===== config.mk =====
export PLATFORM = sky130hd
export DESIGN_NAME = internal_paths_capture
export DESIGN_NICKNAME = d
export VERILOG_FILES = /design/src/rtl/internal_paths_pkg.sv /design/src/rtl/sat_edge_counter.sv /design/src/rtl/internal_paths_capture.sv
export SDC_FILE = /design/constraint.sdc
export NUM_CORES = 1
export LEC_CHECK = 0
export CORE_AREA = 2 2 96 98
export DETAILED_ROUTE_END_ITERATION = 8
export DIE_AREA = 0 0 98 100
export SLEW_MARGIN = 40
export SYNTH_ARGS = -nofsm -noshare
export SYNTH_HDL_FRONTEND = slang
export SYNTH_SLANG_ARGS = --single-unit
export TNS_END_PERCENT = 1

===== constraint.sdc =====
create_clock -name clk -period 2.3 [get_ports clk]
set_clock_uncertainty 0.2 [all_clocks]
set_input_delay 0.46 -clock clk [delete_from_list [all_inputs] [get_ports clk]]
set_output_delay 0.46 -clock clk [all_outputs]
set_load 0.01 [all_outputs]

===== src/rtl/internal_paths_pkg.sv =====
// Shared types and constants for the internal-paths capture block.
// Holds the capture FSM encoding, default sizes and the window-counter width helper.
package internal_paths_pkg;

  typedef enum logic [1:0] {
    ST_IDLE,
    ST_ARM,
    ST_CAPTURE,
    ST_DONE
  } state_e;

  localparam int CNT_W_DEF = 16;
  localparam int WIN_DEF   = 8;

  // Window counter must be able to hold the value WIN itself.
  function automatic int win_cnt_w(input int win);
    return $clog2(win + 1);
  endfunction

endpackage


===== src/rtl/sat_edge_counter.sv =====
// Saturating event counter: synchronous clear has priority over increment,
// and the count sticks at all-ones instead of wrapping.
module sat_edge_counter #(
  parameter int CNT_W = 16
) (
  input  logic             clk,
  input  logic             rst,
  input  logic             clr,
  input  logic             inc,
  output logic [CNT_W-1:0] cnt
);

  logic [CNT_W-1:0] cnt_q, cnt_d;

  // NOTE: cnt_d gets a default before any branch so no latch is inferred.
  always_comb begin
    cnt_d = cnt_q;
    if (clr) begin
      cnt_d = '0;
    end else if (inc && (cnt_q != '1)) begin
      cnt_d = cnt_q + CNT_W'(1);
    end
  end

  always_ff @(posedge clk or posedge rst) begin
    if (rst) begin
      cnt_q <= '0;
    end else begin
      cnt_q <= cnt_d;
    end
  end

  assign cnt = cnt_q;

endmodule


===== src/rtl/internal_paths_capture.sv =====
// Captures a WIN-cycle window of the shared internal_paths `out` net, counts its
// edges and compares the window against a pattern latched at arm time.
module internal_paths_capture
  import internal_paths_pkg::*;
#(
  parameter int CNT_W = CNT_W_DEF,
  parameter int WIN   = WIN_DEF
) (
  input  logic             clk,
  input  logic             rst,
  input  logic             start,
  input  logic             out_i,
  input  logic [WIN-1:0]   expect_pat,
  output logic             busy,
  output logic             done,
  output logic             match,
  output logic [WIN-1:0]   capture,
  output logic [CNT_W-1:0] rise_cnt,
  output logic [CNT_W-1:0] fall_cnt
);

  localparam int             WCW  = win_cnt_w(WIN);
  localparam logic [WCW-1:0] LAST = WCW'(WIN - 1);

  state_e         state_q;
  logic           s1_q, s0_q;
  logic [WIN-1:0] cap_q;
  logic [WIN-1:0] pat_q;
  logic [WCW-1:0] win_q;
  logic           match_q, busy_q, done_q;

  // NOTE: all state is updated with non-blocking assignments so every register
  // sees the pre-edge value of the others (s0_q takes the old s1_q).
  always_ff @(posedge clk or posedge rst) begin
    if (rst) begin
      state_q <= ST_IDLE;
      s1_q    <= 1'b0;
      s0_q    <= 1'b0;
      cap_q   <= '0;
      pat_q   <= '0;
      win_q   <= '0;
      match_q <= 1'b0;
      busy_q  <= 1'b0;
      done_q  <= 1'b0;
    end else begin
      s1_q   <= out_i;
      s0_q   <= s1_q;
      done_q <= 1'b0;
      unique case (state_q)
        ST_IDLE: begin
          if (start) begin
            state_q <= ST_ARM;
            busy_q  <= 1'b1;
          end
        end
        ST_ARM: begin
          cap_q   <= '0;
          match_q <= 1'b0;
          win_q   <= '0;
          pat_q   <= expect_pat;
          state_q <= ST_CAPTURE;
        end
        ST_CAPTURE: begin
          cap_q <= {cap_q[WIN-2:0], s1_q};
          win_q <= win_q + WCW'(1);
          // Outputs are registered so busy/done line up with the state they describe.
          if (win_q == LAST) begin
            state_q <= ST_DONE;
            busy_q  <= 1'b0;
            done_q  <= 1'b1;
          end
        end
        ST_DONE: begin
          match_q <= (cap_q == pat_q);
          state_q <= ST_IDLE;
        end
        default: state_q <= ST_IDLE;
      endcase
    end
  end

  logic counting;
  assign counting = (state_q == ST_CAPTURE);

  sat_edge_counter #(.CNT_W(CNT_W)) u_rise_cnt (
    .clk (clk),
    .rst (rst),
    .clr (state_q == ST_ARM),
    .inc (counting && s1_q && !s0_q),
    .cnt (rise_cnt)
  );

  sat_edge_counter #(.CNT_W(CNT_W)) u_fall_cnt (
    .clk (clk),
    .rst (rst),
    .clr (state_q == ST_ARM),
    .inc (counting && !s1_q && s0_q),
    .cnt (fall_cnt)
  );

  assign busy    = busy_q;
  assign done    = done_q;
  assign match   = match_q;
  assign capture = cap_q;

endmodule


Word level (Yosys, flattened, before mapping)
Cells that the tools add are included.
W data, S select, Z words.
{"block": "word_totals", "inputBits": 12, "elab_cells": 54, "output_inout_bits": 43, "regBits": 59}
{"block": "classes", "n_addsub": 3, "mux": 15, "n_reduce_logical": 16, "eq_ne": 9}
{"op": "$mux W16", "n": 4}
{"op": "$add A16 B1 Y16 const B", "n": 2}
{"op": "$ne A16 B16 Y1 const B", "n": 2}
{"op": "$pmux W8 S2", "n": 1}
{"op": "$reduce_bool A2 Y1", "n": 5}
{"op": "$eq A8 B8 Y1", "n": 1}
{"op": "$pmux W2 S4", "n": 1}
{"op": "$pmux W4 S2", "n": 1}
{"op": "$logic_and A1 B1 Y1", "n": 6}
{"op": "$add A4 B1 Y4 const B", "n": 1}
{"op": "$eq A2 B2 Y1 const B", "n": 2}
{"op": "$eq A4 B3 Y1 const B", "n": 1}
{"op": "$mux W1", "n": 4}
{"op": "$mux W2", "n": 2}
{"op": "$pmux W1 S2", "n": 2}
{"op": "$reduce_and A3 Y1", "n": 1}
{"op": "$eq A2 B1 Y1 const B", "n": 1}
{"op": "$logic_not A1 Y1", "n": 2}
{"op": "$logic_not A2 Y1", "n": 1}
{"op": "$ne A2 B1 Y1 const B", "n": 1}
{"op": "$ne A2 B2 Y1 const B", "n": 1}
{"op": "$reduce_and A2 Y1", "n": 1}

Depth between registers and ports, before layout
Gate-level depths: netlist (run 1).
{"block": "logic_depth", "word_depth": 6, "depth_mapped": 7, "ltp_nobuf": 6}

Cells and area by module
From an unflattened synthesis (run 1), not the netlist that was laid out.
{"block": "unflattened", "cells_unflattened": 307, "hier_area_um2": 3114.2}
{"mod": "sat_edge_counter", "seq_area_each_um2": 400.4, "area_each_um2": 932.1, "cells_per_inst": 101, "n_inst": 2}
{"mod": "internal_paths_capture", "seq_area_each_um2": 675.6, "area_each_um2": 1249.9, "cells_per_inst": 105, "n_inst": 1}

Worst setup path before layout (run 1)
No wires, ideal clock.
{"block": "synth_timing", "path_kind": "reg2reg", "from": "register state_q[0]", "to": "register u_fall_cnt.cnt_q[13] (netlist: u_fall_cnt.cnt[13])", "arrival_time_ps": 1950, "setup_time_ps": 78, "t_required_ps": 2022, "period_less_slack_ps": 2228, "path_buffers": 0, "stages_incl_launch_ff": 7, "setup_slack_ps": 72, "path_cell_list": "dfrtp_1 > inv_1 > ha_1 > nand3b_1 > or4_4 > or4_1 > a21oi_1"}
{"block": "synth_between", "elab_chain_len": 5, "word_cells_on_any_way": 7, "classes_between": "eq/ne: 2; mux: 1; reduce/logical: 4"}
{"item": "start, declared", "line": "internal_paths_capture.sv:25", "source": "state_e state_q;"}
{"item": "start signal, assigned", "line": "internal_paths_capture.sv:36", "source": "state_q <= ST_IDLE;"}
{"item": "start signal, assigned", "line": "internal_paths_capture.sv:52", "source": "state_q <= ST_ARM;"}
{"item": "start signal, assigned", "line": "internal_paths_capture.sv:61", "source": "state_q <= ST_CAPTURE;"}
{"item": "$eq A2 B2 Y1", "line": "internal_paths_capture.sv:83", "source": "assign counting = (state_q == ST_CAPTURE);"}
{"item": "$logic_and A1 B1 Y1 (2 in a row)", "line": "internal_paths_capture.sv:97", "source": ".inc (counting && !s1_q && s0_q),"}
{"item": "$logic_and A1 B1 Y1", "line": "sat_edge_counter.sv:20", "source": "end else if (inc && (cnt_q != '1)) begin"}
{"item": "$reduce_bool A2 Y1 (no line)"}
{"item": "end signal, assigned", "line": "sat_edge_counter.sv:29", "source": "cnt_q <= cnt_d;"}
{"item": "end, declared", "line": "sat_edge_counter.sv:13", "source": "logic [CNT_W-1:0] cnt_q, cnt_d;"}
Several ways; a longest one is shown, not always the timed one.
A chain may end at the register's enable or synchronous reset.

Worst setup path after layout (run 1)
{"block": "layout_timing", "from": "register u_fall_cnt.cnt_q[1] (netlist: u_fall_cnt.cnt[1])", "to": "register u_fall_cnt.cnt_q[2] (netlist: u_fall_cnt.cnt[2])"}
{"block": "layout_between", "elab_chain_len": 3, "word_cells_on_any_way": 6, "classes_between": "add/sub: 1; eq/ne: 1; mux: 2; reduce/logical: 2"}
{"item": "$add A16 B1 Y16 / $ne A16 B16 Y1 (equally long branches)", "line": "sat_edge_counter.sv:21, sat_edge_counter.sv:20"}
{"item": "$mux W16 / $logic_and A1 B1 Y1 (equally long branches)", "line": "sat_edge_counter.sv:20"}
{"item": "$mux W16 / $reduce_bool A2 Y1 (equally long branches)"}
Several ways; a longest one is shown, not always the timed one. The select of a mux whose other input is x is not followed.

==> summary.md, run 1 <==
| Metric | Value |
|---|---|
| # IOs | 55 |
| Critical path type | reg -> reg |
| Post-synth top area share | 48.8% |
| Reg2reg start | u_fall_cnt.cnt[1]$_DFFE_PP0P_ |
| # rows | 35 |
| Synth Flop Type | dfrtp_1 |
| Post-synth ARST share | 100% |
| Area contributors post-synth | dfrtp_1, o21ai_0, a21oi_1 |
| Gr ovfl total | 0 |
| Critical path cell sequence | ha_1, nand3_2, or4_2, nand3_1, mux2_2 |
| RSZ-0062 raised after global routing | false |
| Worst-case clock buffer depth | 2 |
| Maximum vdd drop | 0.512 mV |
| NumNets Final | 402 |
| Critical path startpoint category | flip-flop |
| CTS Sinks | 59 |
| Buffers on Ports | 54 |
| Setup_tns | 0 ns |
| Syn_area_per_cell | 9.75 um^2 |
| First-pass GRT wire length | 11,800 um |
| ANT nets after route | 0 |
| Worst Hold Slack | 0.257 ns |
| Vias/cell | 5.24 |
| Buf/Inv on CP | 0 |
| Clk root buf | clkbuf_8 |
| Max Freq | 452 MHz |
| Hpwl dp | 4920 um |
| Commonest cells after routing, fill and taps aside | dfrtp_1, clkdlybuf4s50_1, o21ai_0, a21oi_1 |
| Actual slew at the worst max-slew pin | 0.516 ns |
| Reg2reg setup slack | 0.09 ns |
| Cell count after synthesis | 310 |
| Fin. max-slew vios | 0 |
| Final WL | 6940 um |
| Share of cells above drive strength 1 | 16.1% |
| Synth Warn # | 0 |
| CP Data Required Time | 2.32 ns |
| Final Setup Violations | 0 |
| Worst Setup End Kind | flip-flop |
| Synth Net Count | 330 |
| Yosys reg bits | 59 |
| DIE AREA | 9800 um^2 |
| Drt drc | 0 |
| Cell area after layout | 4090 um^2 |
| Pwr dens | 823 nW/um^2 |
| Synth cell types | 40 |
| Initial antenna violation count | 0 |
| Post-CTS Setup Bufs | 0 |
| Total GRT Usage | 14.9% |
| DR iter-0 viols | 82 |
| Sequential fraction of the synthesis area | 48.8% |
| Largest stage delay, worst path | 0.71 ns |
| Fin. Hold Viols | 0 |
| Worst setup margin | 0.0897 ns |
| Commonest non-fill, non-tap cell in the layout | dfrtp_1 |
| R2R Path End | u_fall_cnt.cnt[2]$_DFFE_PP0P_ |
| Core Region | 8890 um^2 |
| Worst min path class | in -> async |
| Period utilisation layout | 96.1% |
| Critical Path Fanout Max | 4 |
| Die W | 98 um |
| WP depth | 5 |
| Number of global-route vias before repair | 2,549 |
| Crit path DAT | 2.23 ns |
| DR vias | 2,606 |
| Setup crit start | u_fall_cnt.cnt[1]$_DFFE_PP0P_ |
| Post-synth EDFFs | 0 |
| Status | completed |
| Crit path max-delay family | simple AND/OR/NAND/NOR gates |
| Starting Density | 34.0% |
| Placed inst area | 3820 um^2 |
| R2R cell count | 5 |
| CTS Buf Count | 9 |
| Worst rel slew slack | 65.4% |
| Synthesis-to-finish area growth | 35.3% |
| DR WL/cell | 14.0 um |
| Pin count of the biggest net entering global routing | 41 |
| Period minus WS final | 2.21 ns |
| Slowest cell on the critical path | or4_2 |
| TritonCTS clock tree | done |
| DP Worst Slack | 0.0201 ns |
| Worst skew pair latency | 0.34 ns |
| Antenna diode count | 0 |
| Drt pass-1 iters | 4 |
| H-tree levels | 3 |
| GP Congestion | 0.783 |
| DIE HEIGHT | 100 um |
| Crit path capture | u_fall_cnt.cnt[2]$_DFFE_PP0P_ |
| Max_cap viols | 0 |
| Synth area leader | dfrtp_1 |
| Leakage | 0.00165 uW |
| Mapped Area | 3020 um^2 |
| Clk slew on worst S/H paths | 0.07 ns |
==> layer usage <==
layer  GRT usage [%]  part of all wire [%]  vias to the layer above  wire (um)
met5               0                     0                        -          0
met4            6.20                   2.0                        0        141
li1                -                     -                     1283          -
met3            3.97                   4.8                       11        332
met1            19.4                    47                     1260       3240
met2            23.6                    47                       52       3230
==> cells in the mapped netlist (all sizes together), types with 2 or more instances <==
library cell,number
clkbuf,11
inv,18
nor4,7
nand3b,3
nand4,12
ha,8
nand3,18
a21oi,26
nor2b,4
nand2b,4
dfrtp,59
or3,13
buf,2
o31ai,13
or4,14
nand2,20
nor2,8
and3b,2
mux2,11
and3,3
nor3,4
o21ai,29
xor2,9
==> what timing repair did <==
| action | 4_1_cts | 5_1_grt |
|---|---|---|
| setup endpoints to repair | 0 | 8 |
| gates resized for setup | 0 | 5 |
| hold buffers | 0 | 0 |
==> state kept, by name, indices dropped and copies added (netlist names) <==
name / cells
win_q: 4
capture: 8
busy: 1
match: 1
s1_q: 1
s0_q: 1
pat_q: 8
u_rise_cnt.cnt: 16
done: 1
u_fall_cnt.cnt: 16
state_q: 2
==> per-stage QoR <==
step,util (%),std cells,power (uW)
global placement,43.0,482,2240
floorplan,-,310,1920
global route,46.0,497,3580
CTS,45.6,497,3400
detailed placement,43.0,482,2260
finish,46.0,497,3370
==> final cells by class <==
class	count	area [um^2]
inverter	18	67.6
sequential	59	1480
clock inverter	6	105
multi-input combinational	218	1450
timing repair buffer	76	731
clock buffer	9	124
tap	111	139
fill	837	4800
==> logic make-up (layout without fill, tap and decap cells) <==
| group | Yosys count | count (layout) | synth area share (%) |
|---|---|---|---|
| simple gates | 115 | 115 | 22.1 |
| compound gates | 74 | 74 | 14.0 |
| flops | 59 | 59 | 48.8 |
| buf+inv | 33 | 109 | 4.72 |
| mux | 12 | 12 | 4.43 |
| xor+xnor | 9 | 9 | 2.61 |
| fa+ha+maj | 8 | 8 | 3.31 |
==> how the worst min path moves through the flow <==
stage / startpoint / endpoint / depth (start not counted)
6_report: rst / match$_DFFE_PP0P_ / 2
5_1_grt: rst / match$_DFFE_PP0P_ / 2
4_1_cts: rst / match$_DFFE_PP0P_ / 2
3_5_place_dp: win_q[3]$_DFFE_PP0P_ / win_q[3]$_DFFE_PP0P_ / 1
3_3_place_gp: s1_q$_DFF_PP0_ / s0_q$_DFF_PP0_ / 0
2_1_floorplan: s1_q$_DFF_PP0_ / s0_q$_DFF_PP0_ / 0
==> worst register-to-register path, cell delays in order, from the launching register on <==
cell,delay (ns)
dfrtp_1,0.36
ha_1,0.22
nand3_2,0.14
or4_2,0.71
nand3_1,0.14
mux2_2,0.33
==> power breakdown <==
group / switching, uW / internal, uW
clock network: 411 / 708
logic: 528 / 439
registers: 105 / 1180
Note: power is estimated with default switching activity, not from simulation.
==> run 2, diff against run 1 <==
--- a/config.mk
+++ b/config.mk
@@ -8,6 +8,7 @@
 export CORE_AREA = 2 2 96 98
 export DETAILED_ROUTE_END_ITERATION = 8
 export DIE_AREA = 0 0 98 100
+export PLACE_DENSITY = 0.66
 export SLEW_MARGIN = 40
 export SYNTH_ARGS = -nofsm -noshare
 export SYNTH_HDL_FRONTEND = slang
==> summary.md, run 2 (synthesis gave the netlist of run 1 again) <==
| Metric | Value |
|---|---|
| Status | completed |
| CTS Buf Count | 9 |
| DR vias | 2,581 |
| Fillers | 868 |
| Clk root buf | clkbuf_8 |
| Share of cells above drive strength 1 | 15.2% |
| Maximum vdd drop | 0.525 mV |
| Critical Path Fanout Max | 4 |
| Gr ovfl total | 0 |
| DR WL/cell | 13.9 um |
| Fin. Hold Viols | 0 |
| Period utilisation layout | 95.4% |
| # IOs | 55 |
| NumNets Final | 396 |
| Clk slew on worst S/H paths | 0.06 ns |
| DIE AREA | 9800 um^2 |
| Setup_tns | 0 ns |
| Initial antenna violation count | 0 |
| H-tree levels | 3 |
| Pwr dens | 794 nW/um^2 |
| DR iter-0 viols | 110 |
| Synthesis-to-finish area growth | 31.6% |
| Worst-case clock buffer depth | 2 |
| GP Congestion | 0.780 |
| Critical path type | reg -> reg |
| Max_cap viols | 0 |
| Total GRT Usage | 14.3% |
| Worst skew pair latency | 0.34 ns |
| Buffers on Ports | 54 |
| First-pass GRT wire length | 11,400 um |
| Leakage | 0.00160 uW |
| Final WL | 6850 um |
| CTS Sinks | 59 |
| Worst Setup End Kind | flip-flop |
| Period minus WS final | 2.19 ns |
| Die W | 98 um |
| Actual slew at the worst max-slew pin | 0.491 ns |
| Post-route core utilization | 44.7% |
| Post-CTS Setup Bufs | 0 |
| Worst rel slew slack | 67.0% |
| RSZ-0062 raised after global routing | false |
| Commonest cells after routing, fill and taps aside | dfrtp_1, clkdlybuf4s50_1, o21ai_0, a21oi_1, nand2_1 |
| Commonest non-fill, non-tap cell in the layout | dfrtp_1 |
| Final Setup Violations | 0 |
| Critical path startpoint category | flip-flop |
| Antenna diode count | 0 |
| DIE HEIGHT | 100 um |
| Vias/cell | 5.25 |
| Pin count of the biggest net entering global routing | 36 |
| Core Region | 8890 um^2 |
| Crit path DAT | 2.21 ns |
| Starting Density | 34.0% |
| # rows | 35 |
| TritonCTS clock tree | done |
| CP Data Required Time | 2.32 ns |
| Hpwl dp | 4960 um |
| Power, Total | 3160 uW |
| Number of global-route vias before repair | 2,458 |
| Worst min path class | reg -> reg |
| Drt pass-1 iters | 4 |
| Fin. max-slew vios | 0 |
| Max Freq | 456 MHz |
| Drt drc | 0 |
| ANT nets after route | 0 |
[run 2: timing repair]
item                       in CTS  in global routing
hold buffers                    0                  0
resized for setup               0                  7
setup endpoints to repair       0                  6
[run 2: cell type report]
| cell class | count | area, um^2 | area share [%] |
|---|---|---|---|
| tap | 111 | 139 | 3.49 |
| inverter | 18 | 67.6 | 1.70 |
| clock buffer | 10 | 138 | 3.46 |
| multi-input combinational | 218 | 1440 | 36.2 |
| sequential | 59 | 1480 | 37.2 |
| timing repair buffer | 70 | 661 | 16.6 |
| clock inverter | 6 | 55.1 | 1.38 |
[run 2: power by group]
group	leakage [uW]	switching, uW	total (uW)	internal (uW)
Combinational	0.000702	527	948	421
Sequential	0.000789	110	1290	1180
Clock	0.000106	405	925	520
Total	0.00160	1040	3160	2120
[run 2: metrics by stage]
step	hold slack [ns]	std cells	cell area [um^2]	setup WS, ns
6_report	0.293	492	3980	0.105
5_1_grt	0.330	492	3980	0.0302
4_1_cts	0.302	492	3950	0.0430
3_5_place_dp	0.286	476	3750	0.0623
3_3_place_gp	0.270	476	3750	0.122
2_1_floorplan	0.212	310	3020	0.0725
[run 2: layer usage]
layer  routed length, um  part of all wire [%]  track usage, %
met1                3210                    47            18.6
met2                3240                    47            23.0
met3                 310                   4.5            3.90
met4                  86                   1.3            5.24
met5                   0                     0               0
[run 2: path summary, 6_finish.rpt]
path,start,to,slack [ns],depth (start not counted)
worst max-delay path,u_fall_cnt.cnt[1]$_DFFE_PP0P_,u_fall_cnt.cnt[2]$_DFFE_PP0P_,0.11,5
worst min-delay path,s1_q$_DFF_PP0_,s0_q$_DFF_PP0_,0.29,0
worst max register to register,u_fall_cnt.cnt[1]$_DFFE_PP0P_,u_fall_cnt.cnt[2]$_DFFE_PP0P_,0.11,5
worst min register to register,s1_q$_DFF_PP0_,s0_q$_DFF_PP0_,0.29,0
max in group asynchronous,rst,capture[5]$_DFFE_PP0P_,1.22,3
min in group asynchronous,rst,u_rise_cnt.cnt[6]$_DFFE_PP0P_,0.30,3
[run 2: worst max-delay path, cell delays in order, from the launching register on]
cell and delay, ns:
dfrtp_1 0.36, ha_1 0.21, nand3_2 0.14, or4_2 0.72, nand3_1 0.12, mux2_2 0.34
==> run 3, diff against run 2 <==
--- a/config.mk
+++ b/config.mk
@@ -5,10 +5,12 @@
 export SDC_FILE = /design/constraint.sdc
 export NUM_CORES = 1
 export LEC_CHECK = 0
-export CORE_AREA = 2 2 96 98
+export CELL_PAD_IN_SITES_DETAIL_PLACEMENT = 1
+export CELL_PAD_IN_SITES_GLOBAL_PLACEMENT = 2
+export CORE_AREA = 2 2 106 108
 export DETAILED_ROUTE_END_ITERATION = 8
-export DIE_AREA = 0 0 98 100
-export PLACE_DENSITY = 0.66
+export DIE_AREA = 0 0 108 110
+export PLACE_DENSITY = 0.8
 export SLEW_MARGIN = 40
 export SYNTH_ARGS = -nofsm -noshare
 export SYNTH_HDL_FRONTEND = slang
==> summary.md, run 3 (synthesis gave the netlist of run 1 again) <==
| Metric | Value |
|---|---|
| DIE AREA | 11,900 um^2 |
| Period utilisation layout | 94.3% |
| Crit path DAT | 2.25 ns |
| Total GRT Usage | 14.2% |
| Largest stage delay, worst path | 0.48 ns |
| Leakage | 0.00160 uW |
| Period minus WS final | 2.17 ns |
| R2R Path End | u_fall_cnt.cnt[13]$_DFFE_PP0P_ |
| GP Congestion | 0.737 |
| Worst Setup End Kind | flip-flop |
| Slowest cell on the critical path | or4_1 |
| Maximum vdd drop | 0.525 mV |
| Final WL | 7890 um |
| Drt pass-1 iters | 4 |
| Worst-case clock buffer depth | 2 |
| DR WL/cell | 15.0 um |
| Buffers on Ports | 54 |
| Antenna diode count | 0 |
| Share of cells above drive strength 1 | 16.0% |
| CP Data Required Time | 2.38 ns |
| Cell Count, Final, Fillers Out | 528 |
| Number of global-route vias before repair | 2,707 |
| Synthesis-to-finish area growth | 34.1% |
| CTS Sinks | 59 |
| Status | completed |
| Fin. Hold Viols | 0 |
| Drt drc | 0 |
| First-pass GRT wire length | 13,000 um |
| Critical Path Fanout Max | 6 |
| Gr ovfl total | 0 |
| Pin count of the biggest net entering global routing | 60 |
| DIE HEIGHT | 110 um |
| Worst skew pair latency | 0.35 ns |
| R2R cell count | 6 |
| # IOs | 55 |
| H-tree levels | 3 |
| Critical path startpoint category | flip-flop |
| Commonest cells after routing, fill and taps aside | dfrtp_1, clkdlybuf4s50_1, o21ai_0, a21oi_1, buf_4 |
| Pwr dens | 775 nW/um^2 |
| Vias/cell | 5.07 |
| Setup_tns | 0 ns |
| Placed Cells | 511 |
| NumNets Final | 403 |
| Max_cap viols | 0 |
| Final Setup Violations | 0 |
| DR iter-0 viols | 61 |
| Actual slew at the worst max-slew pin | 0.494 ns |
| Worst min path class | in -> async |
| Core Region | 10,700 um^2 |
| Starting Density | 28.3% |
| Worst rel slew slack | 66.7% |
| Hold buffers post-CTS | 0 |
| Initial antenna violation count | 0 |
| Crit path capture | u_fall_cnt.cnt[13]$_DFFE_PP0P_ |
| DR vias | 2,677 |
| # rows | 38 |
| Max Freq | 461 MHz |
| Setup crit start | state_q[0]$_DFFE_PP0P_ |
| Die W | 108 um |
| Commonest non-fill, non-tap cell in the layout | dfrtp_1 |
| TritonCTS clock tree | done |
| Critical path type | reg -> reg |
| Fillers | 1,224 |
| Critical path cell sequence | inv_1, ha_4, nand3b_1, or4_4, or4_1, a21oi_1 |
| Reg2reg start | state_q[0]$_DFFE_PP0P_ |
| Fin. max-slew vios | 0 |
| RSZ-0062 raised after global routing | false |
| Reg2reg setup slack | 0.13 ns |
| CTS Buf Count | 9 |
| Clk root buf | clkbuf_8 |
| Hpwl dp | 5490 um |
| Clk slew on worst S/H paths | 0.07 ns |
| ANT nets after route | 0 |
==> run 3: cell count changes in the layout (fill, tap and decap cells not counted), sizes merged <==
cell	change
buf	+7
clkinvlp	+3
clkinv	-2
bufinv	-1
==> run 3: report_power, final <==
group	switching [uW]	leakage, uW	internal, uW	total (uW)
clock network	464	0.0000843	417	881
registers	106	0.000790	1170	1280
logic	555	0.000730	426	981
==> run 3: layout make-up <==
| cell class | count | area, um^2 | area share, % |
|---|---|---|---|
| Multi-Input combinational cell | 218 | 1430 | 35.3 |
| Timing Repair Buffer | 77 | 726 | 17.9 |
| Inverter | 18 | 67.6 | 1.67 |
| Tap cell | 140 | 175 | 4.32 |
| Clock buffer | 10 | 138 | 3.40 |
| Sequential cell | 59 | 1480 | 36.4 |
| Clock inverter | 6 | 41.3 | 1.02 |
==> run 3: per-stage QoR <==
| stage | setup WS [ns] | utilization (%) | hold slack (ns) | cell area [um^2] | power [uW] |
|---|---|---|---|---|---|
| floorplan | 0.0725 | - | 0.212 | 3020 | 1920 |
| global placement | 0.116 | 36.0 | 0.274 | 3850 | 2240 |
| detailed placement | 0.0361 | 36.0 | 0.289 | 3850 | 2280 |
| CTS | 0.0313 | 37.6 | 0.305 | 4030 | 3170 |
| global route | 0.0129 | 37.9 | 0.338 | 4050 | 3360 |
| finish | 0.130 | 37.9 | 0.292 | 4050 | 3140 |
==> run 3: how the worst min path moves through the flow <==
stage                               startpoint                        endpoint  slack (ns)  cells after the start
after floorplan                 s1_q$_DFF_PP0_                  s0_q$_DFF_PP0_        0.21                      0
final                                      rst   u_fall_cnt.cnt[5]$_DFFE_PP0P_        0.29                      3
after global placement    win_q[3]$_DFFE_PP0P_            win_q[3]$_DFFE_PP0P_        0.27                      1
after global routing                       rst   u_fall_cnt.cnt[9]$_DFFE_PP0P_        0.34                      3
after CTS                                  rst  u_rise_cnt.cnt[10]$_DFFE_PP0P_        0.31                      3
after detailed placement  win_q[3]$_DFFE_PP0P_            win_q[3]$_DFFE_PP0P_        0.29                      1
==> run 3: worst max-delay path: cells and delay by family, from the launching register on <==
family / cells / cell delay (ns)
AOI/OAI and AO/OA: 1 / 0.15
adders and majority gates: 1 / 0.18
buffers and inverters: 1 / 0.15
DFF: 1 / 0.38
and+or+nand+nor: 3 / 1.05
==> run 3: what timing repair did <==
action	CTS	global route
hold endpoints to repair	0	0
endpoints found under the setup margin	0	7
buffers inserted	0	1
resized for setup	0	4
==> run 3: metal layers <==
metal	up-vias	part of all wire [%]	GRT usage [%]	routed length, um
li1	1287	-	-	-
met1	1337	47	18.0	3740
met2	40	48	23.2	3760
met3	13	2.9	2.70	232
met4	0	2.1	6.78	167
met5	-	0	0	0
